### src/rtl/lr_check_sequencer_if.sv
// lr_check_sequencer_if: paired left/right disparity input streams and the checked output stream.
interface lr_check_sequencer_if #(
  parameter int DISP_WIDTH = 8
) ();
  logic [DISP_WIDTH:0] l_data;
  logic [DISP_WIDTH:0] r_data;
  logic [DISP_WIDTH:0] out_data;
  logic l_valid;
  logic r_valid;
  logic in_ready;
  logic out_valid;
  logic out_ready;
  modport master (
    output l_data, l_valid, r_data, r_valid, out_ready,
    input  in_ready, out_data, out_valid
  );
  modport slave (
    input  l_data, l_valid, r_data, r_valid, out_ready,
    output in_ready, out_data, out_valid
  );
endinterface

### src/rtl/lr_check_sequencer.sv
// lr_check_sequencer: feeds the left-right check core, tracks its 2-advance pipeline and streams masked results.
module lr_check_sequencer #(
  parameter int MAXDISPARITY = 64,
  parameter int DISP_WIDTH   = 8,
  parameter int IMG_WIDTH    = 640,
  parameter int IMG_HEIGHT   = 480,
  parameter int COL_W        = 11,
  parameter int ROW_W        = 10
) (
  input  logic                  clk,
  input  logic                  rst_n,
  input  logic                  enable,
  lr_check_sequencer_if.slave   io,
  output logic                  core_en,
  output logic                  core_pixel_en,
  output logic [DISP_WIDTH:0]   core_disp_left,
  output logic [DISP_WIDTH:0]   core_disp_right,
  input  logic [DISP_WIDTH:0]   core_disp_out,
  output logic                  frame_done,
  output logic                  sync_err,
  output logic [15:0]           frame_cnt
);
  localparam int CNT_W = COL_W + ROW_W;
  localparam logic [CNT_W-1:0] LAST_PIX = CNT_W'(IMG_WIDTH * IMG_HEIGHT - 1);
  localparam logic [COL_W-1:0] LAST_COL = COL_W'(IMG_WIDTH - 1);
  localparam logic [COL_W-1:0] MAXD     = COL_W'(MAXDISPARITY);
  localparam logic [1:0] IDLE  = 2'd0;
  localparam logic [1:0] RUN   = 2'd1;
  localparam logic [1:0] FLUSH = 2'd2;
  localparam logic [1:0] DONE  = 2'd3;

  logic [1:0]       state_q, state_d;
  logic [1:0]       vld_q, vld_d;
  logic [CNT_W-1:0] icnt_q, icnt_d;
  logic [COL_W-1:0] ocol_q, ocol_d;
  logic [ROW_W-1:0] orow_q, orow_d;
  logic             sync_err_q, sync_err_d;
  logic [15:0]      frame_cnt_q, frame_cnt_d;
  logic             l_sof, r_sof, can_adv, both, start, take, adv, hs, col_end;
  logic             unused_core_msb;

  always_comb begin
    l_sof   = io.l_data[DISP_WIDTH];
    r_sof   = io.r_data[DISP_WIDTH];
    can_adv = !vld_q[1] | io.out_ready;
    both    = io.l_valid & io.r_valid;
    start   = (state_q == IDLE) & both & enable & l_sof;
    take    = start | ((state_q == RUN) & both & can_adv);
    adv     = take | ((state_q == FLUSH) & can_adv & (vld_q != 2'b00));
    hs      = vld_q[1] & io.out_ready;
    col_end = ocol_q == LAST_COL;
    // a handshake without an advance retires the output token; the core holds stage 1
    vld_d       = adv ? {vld_q[0], take} : {vld_q[1] & !hs, vld_q[0]};
    icnt_d      = take ? icnt_q + 1'b1 : icnt_q;
    ocol_d      = hs ? (col_end ? '0 : ocol_q + 1'b1) : ocol_q;
    orow_d      = (hs & col_end) ? orow_q + 1'b1 : orow_q;
    state_d     = (state_q == DONE) ? IDLE :
                  (state_q == FLUSH) ? ((vld_d == 2'b00) ? DONE : FLUSH) :
                  take ? ((icnt_q == LAST_PIX) ? FLUSH : RUN) : state_q;
    sync_err_d  = sync_err_q | (take & ((l_sof ^ r_sof) | (l_sof & (icnt_q != '0))));
    frame_cnt_d = frame_cnt_q + {15'd0, state_q == DONE};
    if (state_q == DONE) begin
      icnt_d = '0;
      ocol_d = '0;
      orow_d = '0;
    end
  end

  always_ff @(posedge clk) begin
    if (!rst_n) begin
      state_q     <= IDLE;
      vld_q       <= 2'b00;
      icnt_q      <= '0;
      ocol_q      <= '0;
      orow_q      <= '0;
      sync_err_q  <= 1'b0;
      frame_cnt_q <= '0;
    end else begin
      state_q     <= state_d;
      vld_q       <= vld_d;
      icnt_q      <= icnt_d;
      ocol_q      <= ocol_d;
      orow_q      <= orow_d;
      sync_err_q  <= sync_err_d;
      frame_cnt_q <= frame_cnt_d;
    end
  end

  assign io.in_ready       = (state_q == IDLE) | ((state_q == RUN) & can_adv);
  assign io.out_valid      = vld_q[1];
  assign io.out_data       = {(ocol_q == '0) & (orow_q == '0),
                              (ocol_q < MAXD) ? {DISP_WIDTH{1'b0}} : core_disp_out[DISP_WIDTH-1:0]};
  assign core_en           = state_q != IDLE;
  assign core_pixel_en     = adv;
  assign core_disp_left    = take ? io.l_data : '0;
  assign core_disp_right   = take ? io.r_data : '0;
  assign frame_done        = state_q == DONE;
  assign sync_err          = sync_err_q;
  assign frame_cnt         = frame_cnt_q;
  assign unused_core_msb   = core_disp_out[DISP_WIDTH];
endmodule

### src/flat_wrapper.sv
// flat-port wrapper written by rule: the top's interface ports become plain ports
module lr_check_sequencer_flat 
#(
  parameter int MAXDISPARITY = 64,
  parameter int DISP_WIDTH   = 8,
  parameter int IMG_WIDTH    = 640,
  parameter int IMG_HEIGHT   = 480,
  parameter int COL_W        = 11,
  parameter int ROW_W        = 10
)
  (clk, rst_n, enable, core_en, core_pixel_en, core_disp_left, core_disp_right, core_disp_out, frame_done, sync_err, frame_cnt, io_l_data, io_l_valid, io_r_data, io_r_valid, io_out_ready, io_in_ready, io_out_data, io_out_valid);
  lr_check_sequencer_if #(.DISP_WIDTH(DISP_WIDTH)) io_i ();
  input  logic clk;
  input  logic rst_n;
  input  logic enable;
  output logic core_en;
  output logic core_pixel_en;
  output logic [DISP_WIDTH:0] core_disp_left;
  output logic [DISP_WIDTH:0] core_disp_right;
  input  logic [DISP_WIDTH:0] core_disp_out;
  output logic frame_done;
  output logic sync_err;
  output logic [15:0] frame_cnt;
  input wire logic [$bits(io_i.l_data)-1:0] io_l_data;
  input wire logic [$bits(io_i.l_valid)-1:0] io_l_valid;
  input wire logic [$bits(io_i.r_data)-1:0] io_r_data;
  input wire logic [$bits(io_i.r_valid)-1:0] io_r_valid;
  input wire logic [$bits(io_i.out_ready)-1:0] io_out_ready;
  output wire logic [$bits(io_i.in_ready)-1:0] io_in_ready;
  output wire logic [$bits(io_i.out_data)-1:0] io_out_data;
  output wire logic [$bits(io_i.out_valid)-1:0] io_out_valid;
  assign io_i.l_data = io_l_data;
  assign io_i.l_valid = io_l_valid;
  assign io_i.r_data = io_r_data;
  assign io_i.r_valid = io_r_valid;
  assign io_i.out_ready = io_out_ready;
  assign io_in_ready = io_i.in_ready;
  assign io_out_data = io_i.out_data;
  assign io_out_valid = io_i.out_valid;
  lr_check_sequencer #(.MAXDISPARITY(MAXDISPARITY), .DISP_WIDTH(DISP_WIDTH), .IMG_WIDTH(IMG_WIDTH), .IMG_HEIGHT(IMG_HEIGHT), .COL_W(COL_W), .ROW_W(ROW_W)) u_core (.clk(clk), .rst_n(rst_n), .enable(enable), .io(io_i), .core_en(core_en), .core_pixel_en(core_pixel_en), .core_disp_left(core_disp_left), .core_disp_right(core_disp_right), .core_disp_out(core_disp_out), .frame_done(frame_done), .sync_err(sync_err), .frame_cnt(frame_cnt));
endmodule
### config.mk
export PLATFORM = sky130hd
export DESIGN_NAME = lr_check_sequencer_flat
export DESIGN_NICKNAME = d
export VERILOG_FILES = /design/src/rtl/lr_check_sequencer_if.sv /design/src/rtl/lr_check_sequencer.sv /design/src/flat_wrapper.sv
export SDC_FILE = /design/constraint.sdc
export NUM_CORES = 1
export LEC_CHECK = 0
export ABC_AREA = 1
export ABC_CLOCK_PERIOD_IN_PS = 2200
export CORE_UTILIZATION = 51
export DETAILED_ROUTE_END_ITERATION = 8
export GPL_TIMING_DRIVEN = 0
export PLACE_DENSITY = 0.8
export SYNTH_ARGS = -nofsm -noshare
export SYNTH_HDL_FRONTEND = slang
export SYNTH_SLANG_ARGS = --single-unit
### constraint.sdc
create_clock -name clk -period 2.2 [get_ports clk]
set_input_delay 0.44 -clock clk [delete_from_list [all_inputs] [get_ports clk]]
set_output_delay 0.44 -clock clk [all_outputs]
set_load 0.02 [all_outputs]
==> reports/qor.txt <==
LOGIC SYNTHESIS
----------------------------------------------------------------------------------------
Library cell occupying the most area in the post-synthesis netlist          sky130_fd_sc_hd__dfxtp_1
Share of flip-flops with an asynchronous set or reset after synthesis                  0
Share of synthesized area occupied by flip-flops and latches                       0.352
Most frequent cells after synthesis                                         sky130_fd_sc_hd__nand2_1 (103), sky130_fd_sc_hd__inv_1 (96), sky130_fd_sc_hd__nor2_1 (75), sky130_fd_sc_hd__dfxtp_1 (63), sky130_fd_sc_hd__a21oi_1 (38)
Area share of the largest cell type after synthesis                                0.352
Most used standard cell by instance count after synthesis                   sky130_fd_sc_hd__nand2_1
Flop and latch count out of synthesis                                                 63
Top cells by area, synth                                                    sky130_fd_sc_hd__dfxtp_1 (35%), sky130_fd_sc_hd__nand2_1 (11%), sky130_fd_sc_hd__inv_1 (10%), sky130_fd_sc_hd__nor2_1 (7.9%), sky130_fd_sc_hd__a21oi_1 (5.3%)
Mapped Cells                                                                         533
Predominant post-synthesis flop cell                                        sky130_fd_sc_hd__dfxtp_1
Yosys warning count                                                                    0
Number of flops mapped to enable cells by yosys                                        0
Synth Area per Inst                                                             6.73 µm²
Cell area after synthesis                                                    0.00358 mm²
Nets in the synthesized netlist                                                      574
Number of distinct library cells after synthesis                                      38

CLOCKING
----------------------------------------------------------------------------------------
Skew-Pair Late Insertion Delay                                                    340 ps
TritonCTS clock tree                                                               built
Reg clk slew, reported paths                                                       70 ps
Count of clock tree sinks                                                             63
CTS Root Buffer Type                                                        sky130_fd_sc_hd__clkbuf_8
CTS HTree Levels                                                                       3
Post-CTS Hold Fix Bufs                                                                 0
Number of buffers added by the clock tree synthesis step                               9
Buffer depth of the longest clock path                                                 2

SETUP PATH
----------------------------------------------------------------------------------------
Nature of the critical path endpoint                                        primary output
Data arrival time of the critical path                                           1690 ps
Data required time at the worst endpoint                                         1760 ps
Type of the setup path with the least slack                                       in2out
Sort of element at the start of the critical path                           primary input
Maximum fanout encountered on the critical timing path                                 5

STA
----------------------------------------------------------------------------------------
Worst clock skew on the final layout                                             10.1 ps
Setup repair after global routing missed its margin                                  yes
Final worst path period share                                                      0.967
Actual transition at the worst max-transition pin                                 552 ps
Number of endpoints failing setup at the final stage                                   0
Max-slew headroom                                                                  0.632
Period minus WS final                                                            2130 ps
Setup Total Neg Slack                                                               0 ps
Maximum achievable frequency                                                     470 MHz
Max-slew violation total from the final report                                         0
Number of hold-slack violations in the final timing report                             0

FINAL LAYOUT
----------------------------------------------------------------------------------------
Area used by multi-input combinational logic                                 0.00197 mm²
Total Nets Final                                                                     672
Post-route cell area                                                         0.00484 mm²
Proportion of layout cells with a drive suffix above 1                             0.156
Antenna fix cells                                                                      0
Area grow syn2layout                                                               35.0%
Total of fill cells in the finished design                                           571
Footprint of the flip-flops and latches                                      0.00126 mm²

POWER AND IR DROP
----------------------------------------------------------------------------------------
Power share of the combinational group                                             0.079
Int Power                                                                      0.00194 W
Overall power                                                                  0.00249 W
Ratio of total power to cell area                                             515 mW/mm²
Power share of the sequential group                                                0.460
Switching Power                                                               0.000553 W
Worst IR Drop VDD                                                             0.000442 V
Switching power as a share of total power                                          0.222
Proportion of power drawn by the clock network                                     0.461
Leakage                                                                          2.17 nW

GLOBAL ROUTING
----------------------------------------------------------------------------------------
Antenna violations before repair                                                       0
GR Overflow Total                                                                      0
Pin count of the biggest net entering global routing                                  11
Vias in the first global route                                                      3330
Overall routing resource usage                                                     0.245
Global-route wire length before repair                                          14500 µm

FLOORPLAN
----------------------------------------------------------------------------------------
Die width                                                                        85.8 µm
Area of the core region                                                      0.00679 mm²
Vertical extent of the die                                                       85.8 µm
Row cnt                                                                               30
Num ports                                                                             82
Initial Util                                                                       0.528
Die Area                                                                     0.00737 mm²

ROUTING
----------------------------------------------------------------------------------------
Count of unresolved DRC violations after routing                                       0
Vias/cell                                                                           4.94
Post-detailed-route wirelength per cell                                          12.0 µm
Number of search-and-repair iterations in the first detailed-routing pass              4
Total wirelength of the detailed-routed design                                   8760 µm
Detailed Route Iter0 Violations                                                      169
Detailed-route via count                                                            3616
Count of nets left with antenna violations after detail routing                        0

PLACED DESIGN
----------------------------------------------------------------------------------------
Placed cell areas                                                            0.00451 mm²
Number of port buffers                                                                80
Half-perimeter wire length after placement                                       6420 µm
Routability Congestion                                                             0.815

STATUS
----------------------------------------------------------------------------------------
Run status                                                                     completed

RUN
----------------------------------------------------------------------------------------
Max-cap violations                                                                     0

MIN PATH
----------------------------------------------------------------------------------------
Hold Crit Class                                                                  reg2reg

[sequential cells by signal, summed over array words and instances (netlist names)]
register          flops
u_core.state_q        2
u_core.orow_q        10
u_core.icnt_q        21
u_core.frame_cnt     16
u_core.ocol_q        11
u_core.sync_err       1
u_core.vld_q          2
[cells in the final DEF, fill, tap and decap left out, types with 9 or more instances in the layout]
| master | synthesis | layout |
|---|---|---|
| sky130_fd_sc_hd__nand4_1 | 14 | 14 |
| sky130_fd_sc_hd__nor2_4 | 4 | 12 |
| sky130_fd_sc_hd__nor2_1 | 75 | 66 |
| sky130_fd_sc_hd__nand2_1 | 103 | 102 |
| sky130_fd_sc_hd__nor2_2 | 8 | 9 |
| sky130_fd_sc_hd__nor3_1 | 16 | 16 |
| sky130_fd_sc_hd__clkbuf_8 | 0 | 11 |
| sky130_fd_sc_hd__clkdlybuf4s50_1 | 0 | 49 |
| sky130_fd_sc_hd__a21oi_1 | 38 | 38 |
| sky130_fd_sc_hd__nand3_1 | 30 | 30 |
| sky130_fd_sc_hd__o21ai_0 | 14 | 14 |
| sky130_fd_sc_hd__buf_6 | 1 | 9 |
| sky130_fd_sc_hd__inv_1 | 96 | 94 |
| sky130_fd_sc_hd__dfxtp_1 | 63 | 63 |
| sky130_fd_sc_hd__dlygate4sd2_1 | 0 | 10 |
| sky130_fd_sc_hd__buf_4 | 0 | 10 |
[power groups by stage]
stage	clock network [W]	registers [W]	logic, W
floorplan	0	0.00117	0.0000787
global placement	0	0.00117	0.000171
finish	0.00115	0.00115	0.000196
global route	0.00122	0.00115	0.000213
detailed placement	0	0.00117	0.000174
CTS	0.00115	0.00115	0.000177
[final timing paths]
check                    start                   end  slack, ps  cells past startpoint
max                 io_r_valid     core_disp_left[4]         70                      8
min           u_core.orow_q[8]      u_core.orow_q[8]        470                      2
max reg2reg  u_core.state_q[1]  u_core.frame_cnt[12]        340                     11
min reg2reg   u_core.orow_q[8]      u_core.orow_q[8]        470                      2
[logic make-up after synthesis]
kind of cell | share of synthesized area
XOR/XNOR | 0.0220
adder cells (fa/ha/maj) | 0.0279
AO/OA/AOI/OAI | 0.0981
AND/OR/NAND/NOR | 0.382
buffers and inverters | 0.119
flip-flops | 0.352
[worst max-delay path, stage by stage]
cell and delay [ps]:
sky130_fd_sc_hd__clkdlybuf4s50_1 460, sky130_fd_sc_hd__nand2_1 60, sky130_fd_sc_hd__inv_2 130, sky130_fd_sc_hd__nand2_4 90
sky130_fd_sc_hd__buf_6 140, sky130_fd_sc_hd__buf_12 130, sky130_fd_sc_hd__nor2_1 90, sky130_fd_sc_hd__buf_4 140
[stage by stage]
stage / instances / util / worst slack, ps / hold WS, ps
detailed placement: 709 / 0.663 / -703 / 455
finish: 732 / 0.712 / 73.6 / 468
floorplan: 533 / - / 385 / 444
CTS: 730 / 0.695 / 2.39 / 466
global placement: 709 / 0.663 / -683 / 449
global route: 732 / 0.712 / -6.96 / 489
[cell type report]
type                       count  area share
multi-input combinational    360       0.408
sequential                    63       0.261
timing repair buffer          87       0.169
inverter                     103      0.0802
clock buffer                  13      0.0328
tap                           96      0.0248
clock inverter                 3      0.0134
buffer                         7      0.0114
[what timing repair did]
item | 4_1_cts | 5_1_grt
resized for setup | 97 | 39
buffers inserted | 5 | 1
pin swaps | 1 | 0
cloned | 0 | 1
setup endpoints to repair | 29 | 16
[metal layers]
metal  vias up  GRT usage  share of wire
met2        65      0.425           0.50
met4         0     0.0621          0.012
met3        13     0.0664          0.044
met5         -          0              0
met1      1662      0.301           0.45
li1       1876          -              -
(Power assumes the default switching activity.)
